[src/rtl/shift_seq_ctrl.sv]
// Start/busy/done sequencer driving one 4-bit universal shift register: load, shift N, capture.
// Optional ROTATE_EN macro adds a rotate input that feeds the register's own end bit back in.
module shift_seq_ctrl #(
    parameter int WIDTH = 4,
    parameter int CNT_W = 3
) (
    input  logic             CLK,
    input  logic             Clear,
    input  logic             start,
    input  logic             dir,
    input  logic [CNT_W-1:0] amount,
    input  logic             fill,
    input  logic [WIDTH-1:0] data_in,
`ifdef ROTATE_EN
    input  logic             rotate,
`endif
    input  logic [WIDTH-1:0] a_par,
    output logic             s1,
    output logic             s0,
    output logic             msb_in,
    output logic             lsb_in,
    output logic [WIDTH-1:0] i_par,
    output logic             busy,
    output logic             done,
    output logic [WIDTH-1:0] result
);

    localparam logic [2:0] ST_IDLE    = 3'd0;
    localparam logic [2:0] ST_LOAD    = 3'd1;
    localparam logic [2:0] ST_SHIFT   = 3'd2;
    localparam logic [2:0] ST_CAPTURE = 3'd3;
    localparam logic [2:0] ST_DONE    = 3'd4;

    logic [2:0]       r_state;
    logic [2:0]       w_state_d;
    logic [CNT_W-1:0] r_cnt;
    logic [CNT_W-1:0] w_n;
    logic             r_dir;
    logic             r_fill;
    logic             r_rot;
    logic [WIDTH-1:0] r_ipar;
    logic [WIDTH-1:0] r_result;
    logic             w_fill_r;
    logic             w_fill_l;

    // n never exceeds amount, so it always fits in the amount field width.
    assign w_n = (int'(amount) > WIDTH) ? CNT_W'(WIDTH) : amount;

`ifdef ROTATE_EN
    assign w_fill_r = r_rot ? a_par[0]       : r_fill;
    assign w_fill_l = r_rot ? a_par[WIDTH-1] : r_fill;
`else
    assign w_fill_r = r_fill;
    assign w_fill_l = r_fill;
`endif

    always_comb begin
        w_state_d = r_state;
        case (r_state)
            ST_IDLE:    if (start) w_state_d = ST_LOAD;
            ST_LOAD:    w_state_d = (r_cnt != '0) ? ST_SHIFT : ST_CAPTURE;
            ST_SHIFT:   if (r_cnt == CNT_W'(1)) w_state_d = ST_CAPTURE;
            ST_CAPTURE: w_state_d = ST_DONE;
            ST_DONE:    w_state_d = ST_IDLE;
            default:    w_state_d = ST_IDLE;
        endcase
    end

    always_ff @(posedge CLK or posedge Clear) begin
        if (Clear) begin
            r_state  <= ST_IDLE;
            r_cnt    <= '0;
            r_dir    <= 1'b0;
            r_fill   <= 1'b0;
            r_rot    <= 1'b0;
            r_ipar   <= '0;
            r_result <= '0;
        end else begin
            r_state <= w_state_d;
            if (r_state == ST_IDLE && start) begin
                r_ipar <= data_in;
                r_dir  <= dir;
                r_fill <= fill;
                r_cnt  <= w_n;
`ifdef ROTATE_EN
                r_rot  <= rotate;
`endif
            end
            if (r_state == ST_SHIFT) r_cnt <= r_cnt - CNT_W'(1);
            if (r_state == ST_CAPTURE) r_result <= a_par;
        end
    end

    always_comb begin
        s1     = 1'b0;
        s0     = 1'b0;
        msb_in = 1'b0;
        lsb_in = 1'b0;
        busy   = 1'b0;
        done   = 1'b0;
        case (r_state)
            ST_LOAD: begin
                s1   = 1'b1;
                s0   = 1'b1;
                busy = 1'b1;
            end
            ST_SHIFT: begin
                s1     = r_dir;
                s0     = ~r_dir;
                msb_in = ~r_dir & w_fill_r;
                lsb_in = r_dir & w_fill_l;
                busy   = 1'b1;
            end
            ST_CAPTURE: busy = 1'b1;
            ST_DONE: begin
                busy = 1'b1;
                done = 1'b1;
            end
            default: ;
        endcase
    end

    assign i_par  = r_ipar;
    assign result = r_result;

endmodule

[config.mk]
export PLATFORM = sky130hd
export DESIGN_NAME = shift_seq_ctrl
export DESIGN_NICKNAME = d
export VERILOG_FILES = /design/src/rtl/shift_seq_ctrl.sv
export SDC_FILE = /design/constraint.sdc
export NUM_CORES = 1
export LEC_CHECK = 0
export CORE_UTILIZATION = 45
export CTS_BUF_LIST = sky130_fd_sc_hd__clkbuf_4
export DETAILED_ROUTE_END_ITERATION = 10
export GPL_ROUTABILITY_DRIVEN = 0
export PLACE_DENSITY_LB_ADDON = 0.08
export REMOVE_ABC_BUFFERS = 1
export SETUP_SLACK_MARGIN = 0.15
export SYNTH_ARGS = -nofsm -noshare
export SYNTH_HDL_FRONTEND = slang
export SYNTH_SLANG_ARGS = --single-unit
export TNS_END_PERCENT = 20
[constraint.sdc]
create_clock -name CLK -period 1.5 [get_ports CLK]
set_input_delay 0.375 -clock CLK [delete_from_list [all_inputs] [get_ports CLK]]
set_output_delay 0.375 -clock CLK [all_outputs]
set_load 0.03 [all_outputs]
==> results.yml <==
routing:
  drt-met1-wl_um: 954
  avgRoutedWirePerCell_um: 14.95
  antenna_left: 0
  route.met3.wl_um: 68
  dr.pass1.iters: 4
  maxUsedRoutingLayer: "met4"
  dr.first_iter.drc_count: 10
  vias: 745
  wirelength_um: 2183
  via_per_inst: 5.103
  dr_wl_met2_um: 1130
  drc: 0
global_route:
  grt_antenna_before_repair: 0
  grt_usage_pct: 20.64
  grt_start_max_net_pins: 10
  grt_pass1_wl_um: 2960
  overflow: 0
  grt_pass1_vias: 731
timing:
  setup_viol: 11
  setup_ws_ns: -0.1683
  rsz0062_at_grt: "true"
  finalCritPeriodShare_pct: 111.2
  maxSlewHeadroom_pct: 75.58
  max_slew.worst_pin.slew_ns: 0.3652
  max_freq_mhz: 599.4
  drv_slew: 0
  final-hold-violation-count: 0
  fin_skew_ns: 0.003490
  setup_tns_ns: -1.364
  fin_crit_ns: 1.668
placement:
  io_buffers: 29
  dp_slack_ns: -0.2166
  dp_hpwl_um: 1295
  placed_cell_area_um2: 1160
yosys:
  synth_top_family_by_area: "simple AND/OR/NAND/NOR gates"
  netlist_instances: 75
  synth_top_area_share_pct: 49.46
  ys_seq_area_share_pct: 49.46
  yosysMostFrequentCell: "dfrtp_1"
  synth.area.top_cells: "dfrtp_1, mux2_2, ha_1"
  yosysWarnings: 0
  synth_xor_area_share_pct: 1.082
  ys_types: 24
  postSynthAreaPerCell_um2: 10.79
  post-synth-top-area-cell: "dfrtp_1"
  synth-simple-area-share_pct: 18.08
  async_flop_share_pct: 100.0
  synthesis.area_um2: 809.5
  synthTopCellsByCount: "dfrtp_1, mux2_2, inv_1"
  synth_adder_area_share_pct: 4.637
  muxShareOfSynthArea_pct: 12.52
  synth-seq-cells: 16
  synth_edf_count: 0
  ys.flop_type: "dfrtp_1"
  synth-compound-area-share_pct: 9.119
cts:
  numClockSinks: 16
  numCtsBuffers: 3
  htreeDepth: 1
  worstSkewPairLatency_ns: 0.29
  tritoncts: "done"
  ctsHoldBuffers: 0
  root_buffer: "clkbuf_4"
  clock_path_buffers: 2
  cts.clk_slew.worst_paths_ns: 0.09
critical_path:
  crit_fanout: 6
  worstSetupPathType: "flop to output pin"
  critPathLaunch: "r_state[0]$_DFFE_PP0P_"
  arrival_ns: 1.29
  worst_ep_required_time_ns: 1.12
  crit_path_end_kind: "output pin"
  crit_path_start_kind: "flop"
  r2r_start: "r_state[0]$_DFFE_PP0P_"
floorplanning:
  die_y_um: 44.42
  num_rows: 14
  die_w_um: 44.42
  coreArea_um2: 1594
  die_area_um2: 1973
  initial_core_util_pct: 50.78
  io_pins: 30
final_layout:
  antennaDiodeCount: 0
  drive_above_1_share_pct: 49.18
  final_net_count: 143
  syn_to_final_growth_pct: 64.14
  stdcell_area_um2: 1329
  post-route-util_pct: 83.36
run:
  maxCapViolations: 0
power:
  ir_drop_mv: 1.424
  p_leak_uw: 0.0006271
  power.density_nw_per_um2: 2345
status:
  outcome: "finished, violations left"
  violations: "negative setup slack"
hold_path:
  hold_class: "primary input to asynchronous set/reset pin"
[path summary, 6_finish.rpt]
path / to / slack, ns / cells after the start
worst max-delay path: msb_in / -0.17 / 4
worst min-delay path: result[1]$_DFFE_PP0P_ / 0.32 / 2
worst max register to register: r_fill$_DFFE_PP0P_ / -0.12 / 5
worst min register to register: result[1]$_DFFE_PP0P_ / 0.51 / 1
max in group asynchronous: r_state[2]$_DFFE_PP0P_ / 0.73 / 3
min in group CLK: result[1]$_DFFE_PP0P_ / 0.51 / 1
[placed cells by master (no fill, tap or decap), drive strengths merged, types with 2 or more instances in the layout]
cell            n
buf            31
dfrtp          16
clkdlybuf4s50  15
mux2            9
inv             7
nor2            6
nand3           5
nand2           4
ha              3
clkbuf          3
a21oi           3
nand3b          2
nor4b           2
o21ai           2
nor2b           2
nand2b          2
[area by class of cell]
class | count | area (um2)
clock buffers | 3 | 22.52
flip-flops and latches | 16 | 404.1
repair buffers | 47 | 395.4
well taps | 24 | 30.03
inverters | 7 | 26.28
fillers | 84 | 265.3
multi-input cells | 49 | 450.4
[worst max-delay path, cell delays in order (launching register included)]
cell	delay, ns
dfrtp_2	0.48
nor2_4	0.14
nand3_2	0.10
nor2_1	0.12
buf_4	0.17
[what timing repair did]
| action | 4_1_cts | 5_1_grt |
|---|---|---|
| gates cloned | 0 | 0 |
| setup buffers | 6 | 4 |
| endpoints found under the setup margin | 23 | 26 |
| gates resized for setup | 32 | 34 |
| pin swaps | 2 | 8 |
[kinds of logic (layout without fill, tap and decap cells)]
logic type / count (synthesis) / in the layout
fa+ha+maj: 3 / 3
xor+xnor: 1 / 1
mux: 9 / 9
buf+inv: 10 / 57
flops: 16 / 16
simple gates: 25 / 25
compound gates: 11 / 11
[power breakdown]
| part | internal (uW) | switching, uW | leakage, uW | total (uW) |
|---|---|---|---|---|
| clock network | 93.4 | 138 | 0.0000138 | 231 |
| logic | 983 | 1060 | 0.000425 | 2040 |
| registers | 657 | 188 | 0.000188 | 845 |
[routing by layer]
metal  track usage (%)  up-vias
li1                  -      354
met2             35.59       19
met5                 0        -
met1             25.66      368
met4             5.455        0
met3             5.306        4
[state kept, by name, indices dropped and copies added (netlist names)]
| register | flops |
|---|---|
| i_par | 4 |
| result | 4 |
| r_cnt | 3 |
| r_state | 3 |
| r_dir | 1 |
| r_fill | 1 |
[through the flow]
stage	std cells	hold slack, ns	total power [uW]
2_1_floorplan	72	0.2887	1807
3_3_place_gp	133	0.4865	2406
3_5_place_dp	133	0.4994	2454
4_1_cts	142	0.3266	2803
5_1_grt	146	0.3674	3289
6_report	146	0.3202	3116
No activity file was read; power rests on OpenSTA's default activity.
